$ cat src/rtl/audio_peak_meter.sv
// Stereo peak meter: 2-stage magnitude/peak pipeline, per-channel hold/decay FSM, LED bars.
// Define AUDIO_PEAK_METER_CLIP_EN to build in the sticky full-scale clip flags.
module audio_peak_meter #(
   parameter int HOLD_SAMPLES  = 4800,
   parameter int DECAY_SAMPLES = 480
) (
   input  logic        clk,
   input  logic        rst,
   input  logic        sample_valid,
   input  logic [23:0] audio_l,
   input  logic [23:0] audio_r,
   input  logic        clip_clr,
   output logic [7:0]  peak_l,
   output logic [7:0]  peak_r,
   output logic [7:0]  bar_l,
   output logic [7:0]  bar_r,
   output logic        clip_l,
   output logic        clip_r
);

   localparam int          DATA_W     = 24;
   localparam int          MAG_W      = DATA_W - 1;
   localparam logic [15:0] HOLD_LAST  = 16'(HOLD_SAMPLES - 1);
   localparam logic [15:0] DECAY_LAST = 16'(DECAY_SAMPLES - 1);

   typedef enum logic [1:0] {IDLE, HOLD, DECAY} state_t;

   function automatic logic [MAG_W-1:0] sat_abs(input logic signed [DATA_W-1:0] x);
      logic signed [DATA_W-1:0] neg;
      neg = -x;
      if (x == {1'b1, {(DATA_W-1){1'b0}}})
         sat_abs = '1;
      else if (x[DATA_W-1])
         sat_abs = neg[MAG_W-1:0];
      else
         sat_abs = x[MAG_W-1:0];
   endfunction

   function automatic logic [7:0] to_bar(input logic [7:0] level);
      for (int i = 0; i < 8; i++)
         to_bar[i] = (level > 8'(32 * i));
   endfunction

   logic signed [DATA_W-1:0] audio_l_s, audio_r_s;
   logic [MAG_W-1:0]         mag_p1 [2];
   logic                     vld_p1;
   logic [7:0]               peak_p2 [2];
   state_t                   state_p2 [2];
   logic [15:0]              hold_cnt [2];
   logic [15:0]              decay_cnt [2];

   assign audio_l_s = audio_l;
   assign audio_r_s = audio_r;

   // Stage 1: saturated magnitude capture
   always_ff @(posedge clk) begin
      if (sample_valid) begin
         mag_p1[0] <= sat_abs(audio_l_s);
         mag_p1[1] <= sat_abs(audio_r_s);
      end
   end

   always_ff @(posedge clk) begin
      if (rst)
         vld_p1 <= 1'b0;
      else
         vld_p1 <= sample_valid;
   end

   // Stage 2: candidate level and hold/decay FSM per channel
   always_ff @(posedge clk) begin
      if (rst) begin
         for (int c = 0; c < 2; c++) begin
            peak_p2[c]   <= 8'd0;
            state_p2[c]  <= IDLE;
            hold_cnt[c]  <= 16'd0;
            decay_cnt[c] <= 16'd0;
         end
      end else if (vld_p1) begin
         for (int c = 0; c < 2; c++) begin
            // A new loudest sample always wins over a pending decay step
            if ((mag_p1[c][22:15] >= peak_p2[c]) &&
                !(state_p2[c] == IDLE && mag_p1[c][22:15] == 8'd0)) begin
               peak_p2[c]   <= mag_p1[c][22:15];
               hold_cnt[c]  <= 16'd0;
               decay_cnt[c] <= 16'd0;
               state_p2[c]  <= HOLD;
            end else begin
               case (state_p2[c])
                  HOLD: begin
                     if (hold_cnt[c] == HOLD_LAST) begin
                        decay_cnt[c] <= 16'd0;
                        state_p2[c]  <= DECAY;
                     end else begin
                        hold_cnt[c] <= hold_cnt[c] + 16'd1;
                     end
                  end
                  DECAY: begin
                     if (decay_cnt[c] == DECAY_LAST) begin
                        decay_cnt[c] <= 16'd0;
                        if (peak_p2[c] <= 8'd1) begin
                           peak_p2[c]  <= 8'd0;
                           state_p2[c] <= IDLE;
                        end else begin
                           peak_p2[c] <= peak_p2[c] - 8'd1;
                        end
                     end else begin
                        decay_cnt[c] <= decay_cnt[c] + 16'd1;
                     end
                  end
                  default: ;
               endcase
            end
         end
      end
   end

   assign peak_l = peak_p2[0];
   assign peak_r = peak_p2[1];
   assign bar_l  = to_bar(peak_p2[0]);
   assign bar_r  = to_bar(peak_p2[1]);

`ifdef AUDIO_PEAK_METER_CLIP_EN
   function automatic logic is_full_scale(input logic signed [DATA_W-1:0] x);
      is_full_scale = (x == {1'b0, {(DATA_W-1){1'b1}}}) || (x == {1'b1, {(DATA_W-1){1'b0}}});
   endfunction

   logic [1:0] fs_p1;
   logic [1:0] clip_p2;
   logic       unused_bits;

   always_ff @(posedge clk) begin
      if (sample_valid)
         fs_p1 <= {is_full_scale(audio_r_s), is_full_scale(audio_l_s)};
   end

   // Set has priority over a simultaneous clear
   always_ff @(posedge clk) begin
      if (rst)
         clip_p2 <= 2'b00;
      else
         clip_p2 <= (clip_clr ? 2'b00 : clip_p2) | (vld_p1 ? fs_p1 : 2'b00);
   end

   assign clip_l      = clip_p2[0];
   assign clip_r      = clip_p2[1];
   assign unused_bits = ^{mag_p1[0][14:0], mag_p1[1][14:0]};
`else
   logic unused_bits;

   assign clip_l      = 1'b0;
   assign clip_r      = 1'b0;
   assign unused_bits = ^{mag_p1[0][14:0], mag_p1[1][14:0], clip_clr};
`endif

endmodule

$ cat config.mk
export PLATFORM = sky130hd
export DESIGN_NAME = audio_peak_meter
export DESIGN_NICKNAME = d
export VERILOG_FILES = /design/src/rtl/audio_peak_meter.sv
export SDC_FILE = /design/constraint.sdc
export NUM_CORES = 1
export LEC_CHECK = 0
export CORE_ASPECT_RATIO = 1.2
export CORE_MARGIN = 3
export CORE_UTILIZATION = 50
export CTS_CLUSTER_SIZE = 10
export DETAILED_ROUTE_END_ITERATION = 10
export MAX_ROUTING_LAYER = met4
export PLACE_DENSITY = 0.74
export SYNTH_ARGS = -nofsm -noshare
export SYNTH_HDL_FRONTEND = slang
export SYNTH_SLANG_ARGS = --single-unit
$ cat constraint.sdc
create_clock -name clk -period 7 [get_ports clk]
set_clock_uncertainty 0.05 [all_clocks]
set_input_delay 1.05 -clock clk [delete_from_list [all_inputs] [get_ports clk]]
set_output_delay 1.05 -clock clk [all_outputs]
set_load 0.01 [all_outputs]
==> results of run 1 <==
[worst min path at each step]
stage,start,endpoint,slack (ns)
2_1_floorplan,state_p2[1][0]$_SDFFE_PP0P_,state_p2[1][0]$_SDFFE_PP0P_,0.44
3_3_place_gp,state_p2[1][0]$_SDFFE_PP0P_,state_p2[1][0]$_SDFFE_PP0P_,0.48
3_5_place_dp,state_p2[1][0]$_SDFFE_PP0P_,state_p2[1][0]$_SDFFE_PP0P_,0.48
4_1_cts,state_p2[1][0]$_SDFFE_PP0P_,state_p2[1][0]$_SDFFE_PP0P_,0.49
5_1_grt,state_p2[1][0]$_SDFFE_PP0P_,state_p2[1][0]$_SDFFE_PP0P_,0.52
6_report,state_p2[1][0]$_SDFFE_PP0P_,state_p2[1][0]$_SDFFE_PP0P_,0.49
[cells in the final DEF, fill, tap and decap left out, types with 12 or more instances in the layout]
| cell | n |
|---|---|
| nand4_1 | 13 |
| ha_1 | 26 |
| or3_1 | 12 |
| nor4_1 | 14 |
| nand3_1 | 28 |
| o21ai_0 | 12 |
| nand2_1 | 61 |
| and3_1 | 17 |
| nor2_1 | 84 |
| edfxtp_1 | 99 |
| clkdlybuf4s50_1 | 82 |
| inv_1 | 28 |
| xor2_1 | 45 |
| xnor2_1 | 30 |
| o2bb2ai_1 | 16 |
| nor3_1 | 16 |
[stage by stage]
step                hold slack (ns)  cells  worst slack [ns]   util
floorplan                     0.437    605              3.88      -
global placement              0.476    834              3.06  0.603
detailed placement            0.476    834              3.01  0.603
CTS                           0.487    848              3.05  0.627
global route                  0.525    848              2.86  0.627
finish                        0.486    848              3.08  0.627
[final cells by class]
type                       instances  area (sq um)
clock buffer                       9           225
clock inverter                     5          53.8
fill                             982          4410
inverter                          28           105
multi-input combinational        466          3010
sequential                       101          3010
tap                              157           196
timing repair buffer              82           821
[power groups by stage]
stage	registers, W	clock network, W	logic [W]
after floorplan	0.000769	0	0.000140
after global placement	0.000777	0	0.000228
after detailed placement	0.000780	0	0.000235
after CTS	0.000768	0.000487	0.000238
after global routing	0.000776	0.000507	0.000264
final	0.000768	0.000479	0.000235
[cells by family after synthesis]
family,share of synthesized area
compound gates,0.0794
xor+xnor,0.106
fa+ha+maj,0.0525
buf+inv,0.0283
flops,0.487
mux,0.00323
other cells,0.000606
simple gates,0.243
[state kept, by name (all words and copies together) (netlist names)]
register and count:
decay_cnt 32, hold_cnt 32, mag_p1 16, peak_p2 16, state_p2 4, vld_p1 1
[routing by layer]
layer	vias up	wire length, um
met5	-	0
met4	0	169
met3	15	480
met2	113	6360
met1	2215	5330
li1	2362	-
[worst max-delay path: stages, from the launching register on]
cell      delay [ns]
edfxtp_1        0.50
ha_1            0.33
nand2b_1        0.09
a211oi_1        0.06
o21ai_0         0.54
a22o_1          0.34
or3b_1          0.83
nand2_1         0.72
==> results by group, run 1 <==
STA
  – Tightest Pin Transition: 1.04 ns
  – Final Hold Fails: 0
  – Max-slew violation count: 0
  – Rel. slew slack: 0.308
  – Setup violators final: 0
  – Final min period: 3.92 ns
  – RSZ-0062 raised after global routing: no
  – Setup_tns: 0 ns
  – Max Fclk: 255 MHz
  – Final period utilization: 0.560

Synthesis
  – Synth Register Bits: 101
  – Ys Warns: 0
  – Share of the synthesized area in the top cell type: 0.480
  – Synth async-reset ratio: 0
  – Count leader, synth: edfxtp_1
  – Synth cell types: 54
  – Mapped Cells: 604
  – Mapped Avg Cell Area: around 10 sq um
  – Register area share after synthesis: 0.487
  – Commonest cells post-synth: 99 x edfxtp_1, 84 x nor2_1, 61 x nand2_1
  – Cell taking the most area after synthesis: edfxtp_1
  – Mapped cell area: 0.00619 sq mm
  – Post-synth EDFFs: 99
  – Ys flop type: edfxtp_1
  – Synth area leaders: edfxtp_1 48%, xor2_1 6.4%, ha_1 5.3%, nor2_1 5.1%, xnor2_1 4.2%

Global routing
  – Met2 usage: 0.334
  – GR Util met1: 0.237
  – Initial antenna violation count: 0
  – Gr busiest metal: met2
  – Total global-route track usage: 0.194
  – Vias in the first global route: roughly 4700
  – First-pass GRT wire length: between 20000 and 25000 um
  – Largest net degree at the start of global routing: 18
  – Global-route met3 utilization: 0.0262
  – GR Overflow Total: 0

Critical path
  – Crit. End Element: flop
  – CP startpoint: peak_p2[1][0]$_DFFE_PP_
  – FF-to-FF path depth: 7
  – Crit Path Max Fanout: 17
  – Startpoint types: flop
  – Reg2Reg Launch Point: peak_p2[1][0]$_DFFE_PP_
  – Critical Path Sink: hold_cnt[1][6]$_SDFFCE_PN0P_
  – Worst endpoint required time: 6.85 ns
  – R2r endpoint: hold_cnt[1][6]$_SDFFCE_PN0P_
  – Reg2Reg Setup Slack: 3.08 ns
  – Critical path arrival: 3.77 ns
  – Setup CP Type: flop to flop

Detailed routing
  – DRT Pass-1 Iters: 5
  – DR vias: roughly 4700
  – Post-route DRC: 0
  – ANT nets after route: 0
  – First DRT Iteration DRCs: 300
  – Post-Route WL: 12300 um
  – Via-to-Cell Ratio: 5.55
  – Wirelength per Cell: 14.5 um

Pwr
  – PD cells: 200 mW/mm^2
  – Switching share of power: 0.254
  – Int Power: between 0.001 and 0.0015 W
  – Leakage Power: 2.60 nW
  – Max VDD drop: approximately 0.12 mV
  – Combinational Power Share: 0.159
  – Sw power: 0.000376 W
  – Clock Power Share: 0.323
  – Seq pwr share: 0.518
  – Final Power: 0.00148 W

CTS
  – Clock sink count: ~100
  – Skew-Pair Late Insertion Delay: 0.34 ns
  – CTS tree: built
  – CTS Buf Count: 9
  – Clk slew on worst S/H paths: roughly 0.06 ns
  – Max clock buf depth: 2
  – CTS root buf: clkbuf_16
  – Cts repair resizes: 0
  – CTS Hold Bufs: 0
  – Postcts setup bufs: 0
  – H-tree depth: 3

Layout
  – Final instance area: 0.00742 sq mm
  – Antenna Cells: 0
  – Nets: between 700 and 800
  – Layout cell share with drive strength beyond 1: 0.0463
  – Area grow syn2layout: 19.9%

Job
  – MaxCap Viol Count: 0

Floorplanning
  – Ports: 86
  – Die width: 108 um
  – Die height: 128 um
  – Core box area: around 0.012 sq mm
  – Site Rows: 43
  – Initial core utilization: 0.523
  – Die area: about 0.014 sq mm

Place
  – DPL Wire Length: 9310 um
  – RD Place Congestion: 0.875
  – IO Port Bufs: 82
  – Area after DPL: 0.00714 sq mm

Outcome
  – Status: complete, no violations

Hold path
  – Hold-critical path depth: 2
  – Worst Hold Class: flop to flop
No activity file was read; power rests on OpenSTA's default activity.
==> run 2, diff against run 1 <==
PLACE_DENSITY = 0.77   (was 0.74)
clock period = 3.3 ns   (was 7 ns; I/O delays follow)
==> results by group, run 2 (synthesized netlist as in run 1, its figures left out) <==
Critical path
  – Setup CP Type: flop to flop
  – Critical path arrival: 3.15 ns (-0.62 ns)
  – Crit Path Max Fanout: 9 (-8)
  – Worst endpoint required time: 3.43 ns (-3.42 ns)
  – Startpoint types: flop
  – Reg2Reg Launch Point: peak_p2[0][6]$_SDFFCE_PP0P_
  – CP startpoint: peak_p2[0][6]$_SDFFCE_PP0P_
  – Crit. End Element: flop
  – FF-to-FF path depth: 9 (+2)

Pwr
  – Final Power: 0.00318 W (+110%)
  – Max VDD drop: 0.227 mV (+91%)
  – Leakage Power: 2.67 nW (+2.8%)
  – Switching share of power: 0.254 (+0.000451)
  – Seq pwr share: 0.511 (-0.007)
  – Clock Power Share: 0.322 (about the same)
  – Combinational Power Share: 0.167 (+0.008)
  – PD cells: 422 mW/mm^2 (+110%)
  – Sw power: 0.000808 W (+120%)
  – Int Power: 0.00237 W (+110%)

STA
  – Tightest Pin Transition: 0.741 ns (-0.297 ns)
  – Final period utilization: 0.915 (+0.355)
  – Final worst slack: 0.281 ns (-2.80 ns)
  – Setup_tns: 0 ns (unchanged)
  – Final Hold Fails: 0 (unchanged)
  – Setup violators final: 0 (unchanged)
  – RSZ-0062 raised after global routing: no
  – Max-slew violation count: 0 (unchanged)
  – Hold slack: 0.483 ns (-0.00295 ns)
  – Final min period: 3.02 ns (-0.902 ns)
  – Rel. slew slack: 0.505 (+0.196)
  – Max Fclk: 331 MHz (+30%)

CTS
  – H-tree depth: 3 (unchanged)
  – CTS tree: built
  – Max clock buf depth: 2 (unchanged)
  – Skew-Pair Late Insertion Delay: 0.34 ns (about the same)
  – Clock sink count: 101 (unchanged)
  – Postcts setup bufs: 0 (unchanged)
  – CTS root buf: clkbuf_16
  – Clk slew on worst S/H paths: 0.07 ns (about the same)
  – CTS Buf Count: 9 (unchanged)

Global routing
  – Total global-route track usage: 0.199 (+0.00510)
  – GR Overflow Total: 0 (unchanged)
  – Vias in the first global route: 4941 (+4.1%)
  – Largest net degree at the start of global routing: 18 (unchanged)
  – First-pass GRT wire length: 21900 um (+2.7%)
  – Initial antenna violation count: 0 (unchanged)

Place
  – IO Port Bufs: 82 (unchanged)
  – Area after DPL: 0.00725 sq mm (+1.4%)
  – Post-place setup slack: 0.245 ns (-2.76 ns)
  – RD Place Congestion: 0.883 (+0.88%)
  – DPL Wire Length: 9840 um (+5.7%)

Detailed routing
  – Post-route DRC: 0 (unchanged)
  – Wirelength per Cell: 15.0 um (+3.3%)
  – Post-Route WL: 13000 um (+5.0%)
  – ANT nets after route: 0 (unchanged)
  – Via-to-Cell Ratio: 5.58 (+0.55%)
  – DRT Pass-1 Iters: 5 (unchanged)
  – DR vias: 4809 (+2.2%)
  – First DRT Iteration DRCs: 311 (+3.7%)

Floorplanning
  – Die width: 108 um (unchanged)
  – Core box area: 0.0118 sq mm (unchanged)
  – Ports: 86 (unchanged)
  – Initial core utilization: 0.523 (unchanged)
  – Site Rows: 43 (unchanged)
  – Die area: 0.0138 sq mm (unchanged)
  – Die height: 128 um (unchanged)

Layout
  – Commonest cells after routing, fill and taps aside: 99 x edfxtp_1, 84 x nor2_1, 82 x clkdlybuf4s50_1
  – Most common cell after layout, fill and taps aside: edfxtp_1
  – Nets: 778 (+1.6%)
  – Final instance area: 0.00755 sq mm (+1.7%)
  – Top flop regs: decay_cnt (32), hold_cnt (32)
  – Layout cell share with drive strength beyond 1: 0.0652 (+0.0189)
  – Antenna Cells: 0 (unchanged)
  – Area grow syn2layout: 21.9%

Hold path
  – Hold Startpoint: state_p2[1][0]$_SDFFE_PP0P_
  – Worst Hold Class: flop to flop
  – Hold-critical path depth: 2 (unchanged)

Job
  – MaxCap Viol Count: 0 (unchanged)

Outcome
  – Status: complete, no violations
-- run 2: cell count changes in the layout (fill, tap and decap cells not counted), sizes merged --
cell	change
clkbuf	+2
buf	+12
clkinvlp	-1
clkinv	+1
-- run 2: power by group through the flow --
stage	sequential, W	clock (W)	combinational (W)
floorplan	0.00163	0	0.000297
global placement	0.00164	0	0.000505
detailed placement	0.00165	0	0.000524
CTS	0.00163	0.00105	0.000528
global route	0.00164	0.00109	0.000589
finish	0.00163	0.00102	0.000532
-- run 2: worst paths after layout --
kind | to | slack (ns)
setup reg to reg | peak_p2[0][7]$_SDFFCE_PP0P_ | 0.28
hold reg to reg | state_p2[1][0]$_SDFFE_PP0P_ | 0.48
setup / recovery | peak_p2[0][7]$_SDFFCE_PP0P_ | 0.28
hold / removal | state_p2[1][0]$_SDFFE_PP0P_ | 0.48
-- run 2: cell type report --
type | count | area, sq um
flip-flops and latches | 101 | 3010
multi-input cells | 466 | 3030
clock inverters | 5 | 51.3
repair buffers | 94 | 923
fillers | 945 | 4290
clock buffers | 11 | 233
inverters | 28 | 105
well taps | 157 | 196
-- run 2: through the flow --
stage,utilization,cells
2_1_floorplan,-,605
3_3_place_gp,0.612,846
3_5_place_dp,0.612,846
4_1_cts,0.636,862
5_1_grt,0.638,862
6_report,0.638,862
-- run 2: metal layers --
layer,routed length [um],part of all wire,track usage
met1,5460,0.42,0.236
met2,6650,0.51,0.343
met3,598,0.046,0.0418
met4,248,0.019,0.0565
met5,0,0,-
-- run 2: timing repair --
item	CTS	global route
endpoints found under the setup margin	0	43
hold buffers	0	0
resized for setup	0	3
-- run 2: worst max-delay path, cell delays in order, from the launching register on --
cell	delay [ns]
edfxtp_1	0.48
inv_1	0.14
ha_1	0.32
and3_1	0.19
nand3_1	0.13
o21ai_1	0.39
a222oi_1	0.19
buf_4	0.18
a311oi_2	0.59
o2bb2ai_1	0.19
